===== config.mk =====
export PLATFORM = sky130hd
export DESIGN_NAME = spread_tracker_flat
export DESIGN_NICKNAME = d
export VERILOG_FILES = /design/src/rtl/spread_tracker_if.sv /design/src/rtl/spread_tracker.sv /design/src/flat_wrapper.sv
export SDC_FILE = /design/constraint.sdc
export NUM_CORES = 1
export LEC_CHECK = 0
export ABC_AREA = 1
export BUFFER_PORTS_ARGS = -buffer_cell sky130_fd_sc_hd__clkbuf_2
export CORE_UTILIZATION = 32
export DETAILED_ROUTE_END_ITERATION = 6
export PLACE_DENSITY_LB_ADDON = 0.25
export REMOVE_ABC_BUFFERS = 1
export SKIP_LAST_GASP = 1
export SLEW_MARGIN = 10
export SYNTH_ARGS = -nofsm -noshare
export SYNTH_HDL_FRONTEND = slang
export SYNTH_SLANG_ARGS = --single-unit

===== constraint.sdc =====
create_clock -name clk -period 12.6 [get_ports clk]
set_clock_uncertainty 0.1 [all_clocks]
set_input_delay 2.52 -clock clk [delete_from_list [all_inputs] [get_ports clk]]
set_output_delay 2.52 -clock clk [all_outputs]
set_load 0.05 [all_outputs]

===== src/rtl/spread_tracker_if.sv =====
// Match/clear request bundle and result record for spread_tracker.
// Handshake: every request (match_valid, clear_valid) and the result record
// (out_valid) are valid-only with no backpressure. A request is taken on the
// rising edge where its valid is high. out_valid is a one-cycle pulse.
interface spread_tracker_if #(
  parameter int PRICE_W = 8,
  parameter int CH_W    = 2
);
  logic               enable_count;
  logic               match_valid;
  logic [CH_W-1:0]    match_ch;
  logic [PRICE_W-1:0] buy_price;
  logic [PRICE_W-1:0] sell_price;
  logic               clear_valid;
  logic [CH_W-1:0]    clear_ch;

  logic               out_valid;
  logic [CH_W-1:0]    out_ch;
  logic [PRICE_W:0]   out_spread;
  logic               out_crossed;
  logic [PRICE_W:0]   out_min;
  logic [PRICE_W:0]   out_max;
  logic [PRICE_W:0]   out_avg;
  logic               out_full;

  modport master (
    output enable_count, match_valid, match_ch, buy_price, sell_price,
           clear_valid, clear_ch,
    input  out_valid, out_ch, out_spread, out_crossed, out_min, out_max,
           out_avg, out_full
  );

  modport slave (
    input  enable_count, match_valid, match_ch, buy_price, sell_price,
           clear_valid, clear_ch,
    output out_valid, out_ch, out_spread, out_crossed, out_min, out_max,
           out_avg, out_full
  );
endinterface


===== src/rtl/spread_tracker.sv =====
// Per-channel spread statistics: signed spread, lifetime min/max since clear
// and a sliding-window average. Two-stage pipeline, one match per cycle.
module spread_tracker #(
  parameter int PRICE_W  = 8,
  parameter int CH       = 4,
  parameter int CH_W     = 2,
  parameter int WIN_LOG2 = 3
) (
  input  logic              clk,
  input  logic              reset,
  spread_tracker_if.slave   bus
);
  localparam int SW    = PRICE_W + 1;
  localparam int SUM_W = SW + WIN_LOG2;
  localparam int DEPTH = 1 << WIN_LOG2;
  localparam logic [WIN_LOG2:0] DEPTH_C = (WIN_LOG2 + 1)'(DEPTH);

  typedef logic signed [SW-1:0]    spread_t;
  typedef logic signed [SUM_W-1:0] sum_t;

  // Stage 1 registers
  logic            s1_valid;
  logic [CH_W-1:0] s1_ch;
  spread_t         s1_spread;

  // Per-channel state
  spread_t               buf_mem  [CH][DEPTH];
  logic [WIN_LOG2-1:0]   wr_ptr   [CH];
  logic [WIN_LOG2:0]     fill_cnt [CH];
  sum_t                  sum_r    [CH];
  spread_t               min_r    [CH];
  spread_t               max_r    [CH];
  logic                  empty_r  [CH];

  // Stage 2 combinational view of the selected channel
  logic                clr_hit;
  logic [WIN_LOG2-1:0] cur_ptr;
  logic [WIN_LOG2-1:0] nxt_ptr;
  logic [WIN_LOG2:0]   cur_cnt;
  logic [WIN_LOG2:0]   nxt_cnt;
  sum_t                cur_sum;
  sum_t                nxt_sum;
  sum_t                new_ext;
  sum_t                old_ext;
  logic                cur_empty;
  logic                is_full;
  spread_t             evicted;
  spread_t             nxt_min;
  spread_t             nxt_max;
  spread_t             nxt_avg;

  // Stage 1: accept the match and form the spread from zero-extended prices
  always_ff @(posedge clk or posedge reset) begin
    if (reset) begin
      s1_valid  <= 1'b0;
      s1_ch     <= '0;
      s1_spread <= '0;
    end else begin
      s1_valid <= bus.match_valid && bus.enable_count;
      if (bus.match_valid && bus.enable_count) begin
        s1_ch     <= bus.match_ch;
        s1_spread <= $signed({1'b0, bus.buy_price}) - $signed({1'b0, bus.sell_price});
      end
    end
  end

  // Stage 2 next-state: a same-edge clear of this channel is applied before insertion
  always_comb begin
    clr_hit   = bus.clear_valid && (bus.clear_ch == s1_ch);
    cur_ptr   = clr_hit ? '0 : wr_ptr[s1_ch];
    cur_cnt   = clr_hit ? '0 : fill_cnt[s1_ch];
    cur_sum   = clr_hit ? '0 : sum_r[s1_ch];
    cur_empty = clr_hit ? 1'b1 : empty_r[s1_ch];
    is_full   = (cur_cnt == DEPTH_C);
    evicted   = buf_mem[s1_ch][cur_ptr];
    new_ext   = {{WIN_LOG2{s1_spread[SW-1]}}, s1_spread};
    old_ext   = is_full ? {{WIN_LOG2{evicted[SW-1]}}, evicted} : '0;
    nxt_sum   = cur_sum + new_ext - old_ext;
    nxt_cnt   = is_full ? cur_cnt : cur_cnt + 1'b1;
    nxt_ptr   = cur_ptr + 1'b1;
    nxt_min   = (cur_empty || (s1_spread < min_r[s1_ch])) ? s1_spread : min_r[s1_ch];
    nxt_max   = (cur_empty || (s1_spread > max_r[s1_ch])) ? s1_spread : max_r[s1_ch];
    nxt_avg   = spread_t'(nxt_sum >>> WIN_LOG2);
  end

  // Channel bookkeeping: update on stage 2, otherwise honour a standalone clear
  always_ff @(posedge clk or posedge reset) begin
    if (reset) begin
      for (int i = 0; i < CH; i++) begin
        wr_ptr[i]   <= '0;
        fill_cnt[i] <= '0;
        sum_r[i]    <= '0;
        min_r[i]    <= '0;
        max_r[i]    <= '0;
        empty_r[i]  <= 1'b1;
      end
    end else begin
      for (int i = 0; i < CH; i++) begin
        if (s1_valid && (s1_ch == CH_W'(i))) begin
          wr_ptr[i]   <= nxt_ptr;
          fill_cnt[i] <= nxt_cnt;
          sum_r[i]    <= nxt_sum;
          min_r[i]    <= nxt_min;
          max_r[i]    <= nxt_max;
          empty_r[i]  <= 1'b0;
        end else if (bus.clear_valid && (bus.clear_ch == CH_W'(i))) begin
          wr_ptr[i]   <= '0;
          fill_cnt[i] <= '0;
          sum_r[i]    <= '0;
          empty_r[i]  <= 1'b1;
        end
      end
    end
  end

  // Sample buffer: contents only matter once counted, so it carries no reset
  always_ff @(posedge clk) begin
    if (s1_valid) begin
      buf_mem[s1_ch][cur_ptr] <= s1_spread;
    end
  end

  // Result record: registered on stage 2, held while out_valid is low
  always_ff @(posedge clk or posedge reset) begin
    if (reset) begin
      bus.out_valid   <= 1'b0;
      bus.out_ch      <= '0;
      bus.out_spread  <= '0;
      bus.out_crossed <= 1'b0;
      bus.out_min     <= '0;
      bus.out_max     <= '0;
      bus.out_avg     <= '0;
      bus.out_full    <= 1'b0;
    end else begin
      bus.out_valid <= s1_valid;
      if (s1_valid) begin
        bus.out_ch      <= s1_ch;
        bus.out_spread  <= s1_spread;
        bus.out_crossed <= s1_spread[SW-1];
        bus.out_min     <= nxt_min;
        bus.out_max     <= nxt_max;
        bus.out_avg     <= nxt_avg;
        bus.out_full    <= (nxt_cnt == DEPTH_C);
      end
    end
  end
endmodule


===== src/flat_wrapper.sv =====
// flat-port wrapper written by rule: the top's interface ports become plain ports
module spread_tracker_flat 
#(
  parameter int PRICE_W  = 8,
  parameter int CH       = 4,
  parameter int CH_W     = 2,
  parameter int WIN_LOG2 = 3
)
  (clk, reset, bus_enable_count, bus_match_valid, bus_match_ch, bus_buy_price, bus_sell_price, bus_clear_valid, bus_clear_ch, bus_out_valid, bus_out_ch, bus_out_spread, bus_out_crossed, bus_out_min, bus_out_max, bus_out_avg, bus_out_full);
  spread_tracker_if #(.PRICE_W(PRICE_W), .CH_W(CH_W)) bus_i ();
  input  logic clk;
  input  logic reset;
  input wire logic [$bits(bus_i.enable_count)-1:0] bus_enable_count;
  input wire logic [$bits(bus_i.match_valid)-1:0] bus_match_valid;
  input wire logic [$bits(bus_i.match_ch)-1:0] bus_match_ch;
  input wire logic [$bits(bus_i.buy_price)-1:0] bus_buy_price;
  input wire logic [$bits(bus_i.sell_price)-1:0] bus_sell_price;
  input wire logic [$bits(bus_i.clear_valid)-1:0] bus_clear_valid;
  input wire logic [$bits(bus_i.clear_ch)-1:0] bus_clear_ch;
  output wire logic [$bits(bus_i.out_valid)-1:0] bus_out_valid;
  output wire logic [$bits(bus_i.out_ch)-1:0] bus_out_ch;
  output wire logic [$bits(bus_i.out_spread)-1:0] bus_out_spread;
  output wire logic [$bits(bus_i.out_crossed)-1:0] bus_out_crossed;
  output wire logic [$bits(bus_i.out_min)-1:0] bus_out_min;
  output wire logic [$bits(bus_i.out_max)-1:0] bus_out_max;
  output wire logic [$bits(bus_i.out_avg)-1:0] bus_out_avg;
  output wire logic [$bits(bus_i.out_full)-1:0] bus_out_full;
  assign bus_i.enable_count = bus_enable_count;
  assign bus_i.match_valid = bus_match_valid;
  assign bus_i.match_ch = bus_match_ch;
  assign bus_i.buy_price = bus_buy_price;
  assign bus_i.sell_price = bus_sell_price;
  assign bus_i.clear_valid = bus_clear_valid;
  assign bus_i.clear_ch = bus_clear_ch;
  assign bus_out_valid = bus_i.out_valid;
  assign bus_out_ch = bus_i.out_ch;
  assign bus_out_spread = bus_i.out_spread;
  assign bus_out_crossed = bus_i.out_crossed;
  assign bus_out_min = bus_i.out_min;
  assign bus_out_max = bus_i.out_max;
  assign bus_out_avg = bus_i.out_avg;
  assign bus_out_full = bus_i.out_full;
  spread_tracker #(.PRICE_W(PRICE_W), .CH(CH), .CH_W(CH_W), .WIN_LOG2(WIN_LOG2)) u_core (.clk(clk), .reset(reset), .bus(bus_i));
endmodule

==> metrics, run 1 <==
status=finished, violations left; failing checks=design-rule violations; post-synth top area share=40.83%; PwrDens=230.7 nW/um2; final WL=65.07 mm; number of routed nets with antenna violations=0; synth unique cells=48; cells on worst reg2reg path=20; Top Ports=66; GRT Total Usage=19.34%; DIE WIDTH=259.3 um; Hold EP=u_core.bus.out_max[5]; Synth Flop Type=edfxtp_1; Worst-Margin Slew=1.031 ns; Reg2Reg Capture Point=u_core.sum_r[22]; CTS resizes=0; Pre-antenna DRT Iters=7; number of H-tree levels=2; Worst-path clk slew=0.06 ns; Synth Register Bits=492; Starting Density=32.62%; synth cell count leaders=nand2_1 (436), edfxtp_1 (288), dfrtp_1 (200); # rows=93; Via density=5.361; Hold Crit Class=reg -> reg; largest net degree at the start of global routing=142; Async SR Flop Fraction=41.46%; routed vias=15.45k; Seq/Total Area, Yosys=64.96%; Core Region=64,930 um2; maximum clock insertion buffer count=3; Seq pwr share=38.8%; synth top area cells=edfxtp_1 (41%), dfrtp_1 (24%), nand2_1 (7.7%); Synthesis Warnings=0; Post CTS Setup Buffer Count=0; VDD IR-drop max=0.0001149 V; CP arrival=7.45 ns; Final min period=7.092 ns; Final Setup Violations=0; sw frac=38.64%; Final Max Tran Viols=0; clock root cell=clkbuf_16; most common cell in the netlist=nand2_1; initial antenna violation count=0; layout cells sized above 1=10.66%; Final Cycle Share=56.29%; clock power share=26.9%; Fin. Hold Viols=0; worst-skew pair later-pin latency=0.61 ns; unrepaired setup endpoints after global routing=false; Mapped Avg Cell Area=10.96 um2; CTS Hold Bufs=0; mapped cell area=21,180 um2; DRT iter0 DRCs=1,768; # Max-Cap Violations=0; CP endpoint kind=flop; Num CTS Buffers=52; area grow syn2layout=13.68%; die area=67,220 um2; # DRC=2; Critical R2R Launch=u_core.s1_ch[1]; relative slew slack=31.26%; Detailed Place HPWL=39.50 mm; hold path cells=2; Sum Neg Setup Slack=0 ns; Synth area leader=edfxtp_1; gpl congestion=0.8609; internal power=3.408 mW; LEAKAGE=9.820 nW; first-pass GRT wire length=97.39 mm; Worst Path Required=12.95 ns; CP Class=in -> reg; Clock Sinks=492; startpoint class of the critical path=input port; NetSw=2.146 mW; r2r setup slk=6.45 ns; IO Port Bufs=65; Max Fanout on Critical Path=23; CTS tree=yes; Placed Area=22,430 um2; Mapped Cells=1,933; Final nets=2,065; Die Height=259.3 um; vias in the first global route=15.34k; combinational share of power=34.3%; WL/cell=22.58 um; remaining global-route overflow=0; Post-synth EDFFs=288; Max Fclk=141.0 MHz; Hold Path Origin=u_core.bus.out_max[5]; fin area=24,080 um2
[stage by stage]
step / setup WS (ns) / total power, mW / std cells / utilization [%] / hold slack, ns
6_report: 5.508 / 5.554 / 2882 / 37.08 / 0.3774
3_3_place_gp: 5.166 / 4.032 / 2789 / 34.55 / 0.3615
2_1_floorplan: 4.419 / 3.464 / 1837 / - / 0.3491
5_1_grt: 5.175 / 5.876 / 2881 / 37.08 / 0.3973
4_1_cts: 5.648 / 5.567 / 2881 / 37.08 / 0.3817
3_5_place_dp: 5.037 / 4.070 / 2789 / 34.55 / 0.3668
[per-layer routing]
layer	global-route usage (%)	vias up	part of all wire, %
met5	0	-	0
met4	6.797	0	3.1
met3	3.261	122	6.8
met2	30.04	588	46
met1	27.25	7750	44
li1	-	6991	-
[kinds of logic after synthesis]
family	Yosys count	synth area share [%]
compound gates	403	11.80
xor+xnor	14	0.6676
fa+ha+maj	52	3.497
buf+inv	236	4.484
flops	492	64.96
simple gates	736	14.60
[power by group through the flow]
stage	clock network, mW	logic, mW	registers (mW)
global route	1.58	2.12	2.18
CTS	1.52	1.90	2.15
detailed placement	0	1.89	2.18
floorplan	0	1.11	2.35
finish	1.49	1.90	2.15
global placement	0	1.86	2.17
[worst max path at each step]
stage	start	end	slack, ns	depth (start not counted)
after floorplan	reset	u_core.bus.out_avg[0]	4.42	1
after global placement	bus_clear_ch[0]	u_core.sum_r[45]	5.17	19
after detailed placement	bus_clear_ch[0]	u_core.sum_r[45]	5.04	19
after CTS	bus_clear_ch[0]	u_core.sum_r[9]	5.65	19
after global routing	bus_clear_ch[0]	u_core.sum_r[45]	5.18	19
final	bus_clear_ch[0]	u_core.sum_r[22]	5.51	20
[area by class of cell]
class | count | area [um2]
multi-input combinational | 1205 | 6502
clock inverter | 28 | 267.8
fill | 6378 | 40850
sequential | 492 | 13760
timing repair buffer | 97 | 565.5
clock buffer | 64 | 1376
inverter | 140 | 535.5
tap | 855 | 1070
antenna | 1 | 2.502
[layout by cell type (no fill, tap or decap), types with 5 or more instances in the layout]
cell type	synthesis	final
nor2_1	90	86
fa_1	12	12
a22oi_1	11	11
o22ai_1	178	178
nand2_1	436	434
inv_1	130	126
nor3_1	33	32
ha_1	40	40
buf_4	2	32
a21oi_1	45	45
nand4_1	6	6
o31ai_1	20	20
inv_2	8	9
clkinv_1	1	12
nor2_2	2	5
a221oi_1	19	19
a22o_1	17	17
clkbuf_16	0	52
xor2_1	9	9
dfrtp_1	200	200
nand2_2	13	14
clkbuf_1	53	9
clkinv_2	0	7
edfxtp_1	288	288
clkbuf_2	0	65
nand3_1	146	146
o21ai_0	95	95
[worst max-delay path: stages]
cell and delay, ns:
clkbuf_2 0.11, inv_1 0.10, nand2_1 0.06, nand2_1 0.14, nand3_4 0.33, nand2_2 0.57, inv_1 0.57, nor3_1 0.28
nor3_1 0.13, nor4_1 0.71, fa_1 0.54, inv_1 0.07, ha_1 0.26, inv_1 0.11, o221ai_1 0.16, nand2_1 0.09
o2111ai_1 0.14, or2_2 0.36, nand3_1 0.08, o21ai_0 0.09
[registers in the layout, summed over array words and instances (netlist names)]
signal	cells
u_core.buf_mem	288
u_core.bus.out_avg	9
u_core.bus.out_ch	2
u_core.bus.out_full	1
u_core.bus.out_max	9
u_core.bus.out_min	9
u_core.bus.out_spread	9
u_core.bus.out_valid	1
u_core.empty_r	4
u_core.fill_cnt	16
u_core.max_r	36
u_core.min_r	36
u_core.s1_ch	2
u_core.s1_spread	9
u_core.s1_valid	1
u_core.sum_r	48
u_core.wr_ptr	12
No activity file was read; power rests on OpenSTA's default activity.
==> run 2: changes to the inputs <==
--- a/config.mk
+++ b/config.mk
@@ -5,7 +5,7 @@
 export SDC_FILE = /design/constraint.sdc
 export NUM_CORES = 1
 export LEC_CHECK = 0
-export ABC_AREA = 1
+export ABC_AREA = 0
 export BUFFER_PORTS_ARGS = -buffer_cell sky130_fd_sc_hd__clkbuf_2
 export CORE_UTILIZATION = 32
 export DETAILED_ROUTE_END_ITERATION = 6
==> constraint.sdc (replaced) <==
create_clock -name clk -period 5.8 [get_ports clk]
set_clock_uncertainty 0.1 [all_clocks]
set_input_delay 1.16 -clock clk [delete_from_list [all_inputs] [get_ports clk]]
set_output_delay 1.16 -clock clk [all_outputs]
set_load 0.05 [all_outputs]
==> metrics, run 2 <==
status=complete, no violations; post-synth top area share=39.72% (-1.1 points); Synth Flop Type=edfxtp_1; Starting Density=32.36% (-0.26 points); met1 wire length=25.44 mm (-12%); met2 routed WL=27.23 mm (-8.2%); initial antenna violation count=0 (unchanged); Synthesis Warnings=0 (unchanged); DIE WIDTH=262.9 um (+1.4%); maximum clock insertion buffer count=3 (unchanged); CTS resizes=0 (unchanged); commonest non-fill, non-tap cells in the layout=edfxtp_1 (288), dfrtp_1 (196), nand2_1 (167), nor2_1 (112), mux4_2 (105); routed vias=13.12k (-15%); area grow syn2layout=15.29%; Top Ports=66 (unchanged); remaining global-route overflow=0 (unchanged); Pre-antenna DRT Iters=5 (-2); Via density=5.150 (-3.9%); Async SR Flop Fraction=41.46% (unchanged); GRT Total Usage=16.52% (-2.8 points); VDD IR-drop max=0.0002666 V (+130%); Synth Register Bits=492 (unchanged); CTS Hold Bufs=0 (unchanged); clock root cell=clkbuf_16; Post CTS Setup Buffer Count=0 (unchanged); CTS tree=yes; Detailed Place HPWL=36.49 mm (-7.6%); met3 wire length=2.450 mm (-45%); Mapped Avg Cell Area=14.14 um2 (+29%); Hold Crit Class=reg -> reg; Final Setup Violations=0 (unchanged); first-pass GRT wire length=86.63 mm (-11%); commonest non-fill, non-tap cell in the layout=edfxtp_1; number of routed nets with antenna violations=0 (unchanged); unrepaired setup endpoints after global routing=false; worst-skew pair later-pin latency=0.62 ns (about the same); Num CTS Buffers=52 (unchanged); number of H-tree levels=2 (unchanged); # Max-Cap Violations=0 (unchanged); PwrDens=474.6 nW/um2 (+110%); Worst-Margin Slew=1.103 ns (+0.07201 ns); Max Fclk=188.0 MHz; Final min period=5.319 ns; vias in the first global route=13.59k (-11%); Core Region=67,280 um2 (+3.6%); # diodes=0 (-1); gpl congestion=0.8525 (-0.98%); Max Fanout on Critical Path=14 (-39%); max layer used=met4; CP Class=reg -> reg; Largest Register=u_core.buf_mem; WL/cell=22.14 um (-2.0%); # rows=95 (+2.2%); DP Worst Slack=0.1007 ns (-4.936 ns); Clock Sinks=492 (unchanged); CP endpoint kind=flop; Final Cycle Share=91.71%; max reg flops=288 (unchanged); Mapped Cells=1,540 (-20%); relative slew slack=26.45% (-4.8 points); Synth area leader=edfxtp_1; fin area=25,100 um2 (+4.3%); synth unique cells=66 (+38%); Pwr Total=11.91 mW (+110%); Placed Area=23,370 um2 (+4.2%); synth cell count leaders=edfxtp_1 (288), dfrtp_1 (200), nand2_1 (167); Seq/Total Area, Yosys=63.19% (-1.8 points); Setup WS post-layout=0.4808 ns (-5.027 ns); Die Height=262.9 um (+1.4%); Fin. Hold Viols=0 (unchanged); layout cells sized above 1=22.39% (+12 points); synth top area cells=edfxtp_1 (40%), dfrtp_1 (23%), mux4_2 (11%); Final nets=1,708 (-17%); Sum Neg Setup Slack=0 ns (unchanged); largest net degree at the start of global routing=109 (-23%); DRT iter0 DRCs=1,002 (-43%); Final Max Tran Viols=0 (unchanged); Worst Path Required=6.26 ns (-6.69 ns); CP arrival=5.78 ns (-1.67 ns); die area=69,090 um2 (+2.8%); mapped cell area=21,770 um2 (+2.8%); Post-synth EDFFs=288 (unchanged); most common cell in the netlist=edfxtp_1; LEAKAGE=9.582 nW (-2.4%); # DRC=0 (-2); Worst-path clk slew=0.06 ns (about the same); IO Port Bufs=65 (unchanged); Largest regs=u_core.buf_mem (288), u_core.sum_r (48); Final Core Density=37.31% (+0.23 points); final WL=56.40 mm (-13%); startpoint class of the critical path=flop
==> run 2: cell count changes in the layout (fill, tap and decap cells not counted), moves of 28 or more <==
cell / delta
o21ai_1: +33
nand3_1: -120
buf_4: +28
a22o_1: +29
o22ai_1: -171
mux4_2: +105
nand2_1: -267
inv_1: -57
==> run 2: final cells by class <==
class / instances / area [um2]
Sequential cell: 492 / 13770
Clock inverter: 22 / 270.3
Multi-Input combinational cell: 885 / 7381
Fill cell: 6445 / 42170
Clock buffer: 76 / 1461
Inverter: 71 / 274.0
Tap cell: 873 / 1092
Timing Repair Buffer: 129 / 855.8
==> run 2: worst paths after layout <==
check | from | endpoint | slack (ns) | depth (start not counted)
max | u_core.s1_ch[0] | u_core.bus.out_avg[6] | 0.48 | 17
min | u_core.wr_ptr[0] | u_core.wr_ptr[0] | 0.37 | 2
max reg2reg | u_core.s1_ch[0] | u_core.bus.out_avg[6] | 0.48 | 17
min reg2reg | u_core.wr_ptr[0] | u_core.wr_ptr[0] | 0.37 | 2
max in group asynchronous | reset | u_core.fill_cnt[12] | 4.06 | 3
min in group asynchronous | reset | u_core.bus.out_max[8] | 0.50 | 2
==> run 2: worst max-delay path, cell delays in order, from the launching register on <==
cell,delay [ns]
dfrtp_4,0.66
buf_4,0.31
mux4_2,0.59
nand2_1,0.14
ha_1,0.16
nand4_1,0.32
a211oi_1,0.41
fa_1,0.48
inv_1,0.10
ha_1,0.22
a21o_1,0.17
a21oi_1,0.23
nor2b_1,0.10
or4_1,0.45
nand3_1,0.13
nand3b_1,0.10
xor2_1,0.33
mux2_2,0.22
==> run 2: kinds of logic (layout without fill, tap and decap cells) <==
family                   count (synthesis)  count (layout)  share of synthesized area (%)
XOR/XNOR                                19              19                         0.8332
AO/OA/AOI/OAI                          277             277                          8.258
flip-flops                             492             492                          63.19
adder cells (fa/ha/maj)                 52              52                          3.402
multiplexers                           145             145                          13.42
AND/OR/NAND/NOR                        392             392                          7.798
buffers and inverters                  163             298                          3.103
==> run 2: per-stage QoR <==
step | cells | hold WS [ns]
finish | 2548 | 0.3700
global route | 2548 | 0.4006
CTS | 2548 | 0.3765
detailed placement | 2450 | 0.3620
global placement | 2450 | 0.3568
floorplan | 1448 | 0.3386
==> run 2: metal layers <==
| metal | up-vias | global-route usage [%] |
|---|---|---|
| li1 | 5917 | - |
| met1 | 6819 | 22.88 |
| met2 | 308 | 27.32 |
| met3 | 77 | 1.912 |
| met4 | 0 | 4.900 |
| met5 | - | 0 |
==> run 2: power breakdown <==
| group | internal [mW] | switching [mW] |
|---|---|---|
| registers | 4.36 | 0.328 |
| logic | 1.41 | 2.46 |
| clock network | 1.94 | 1.41 |
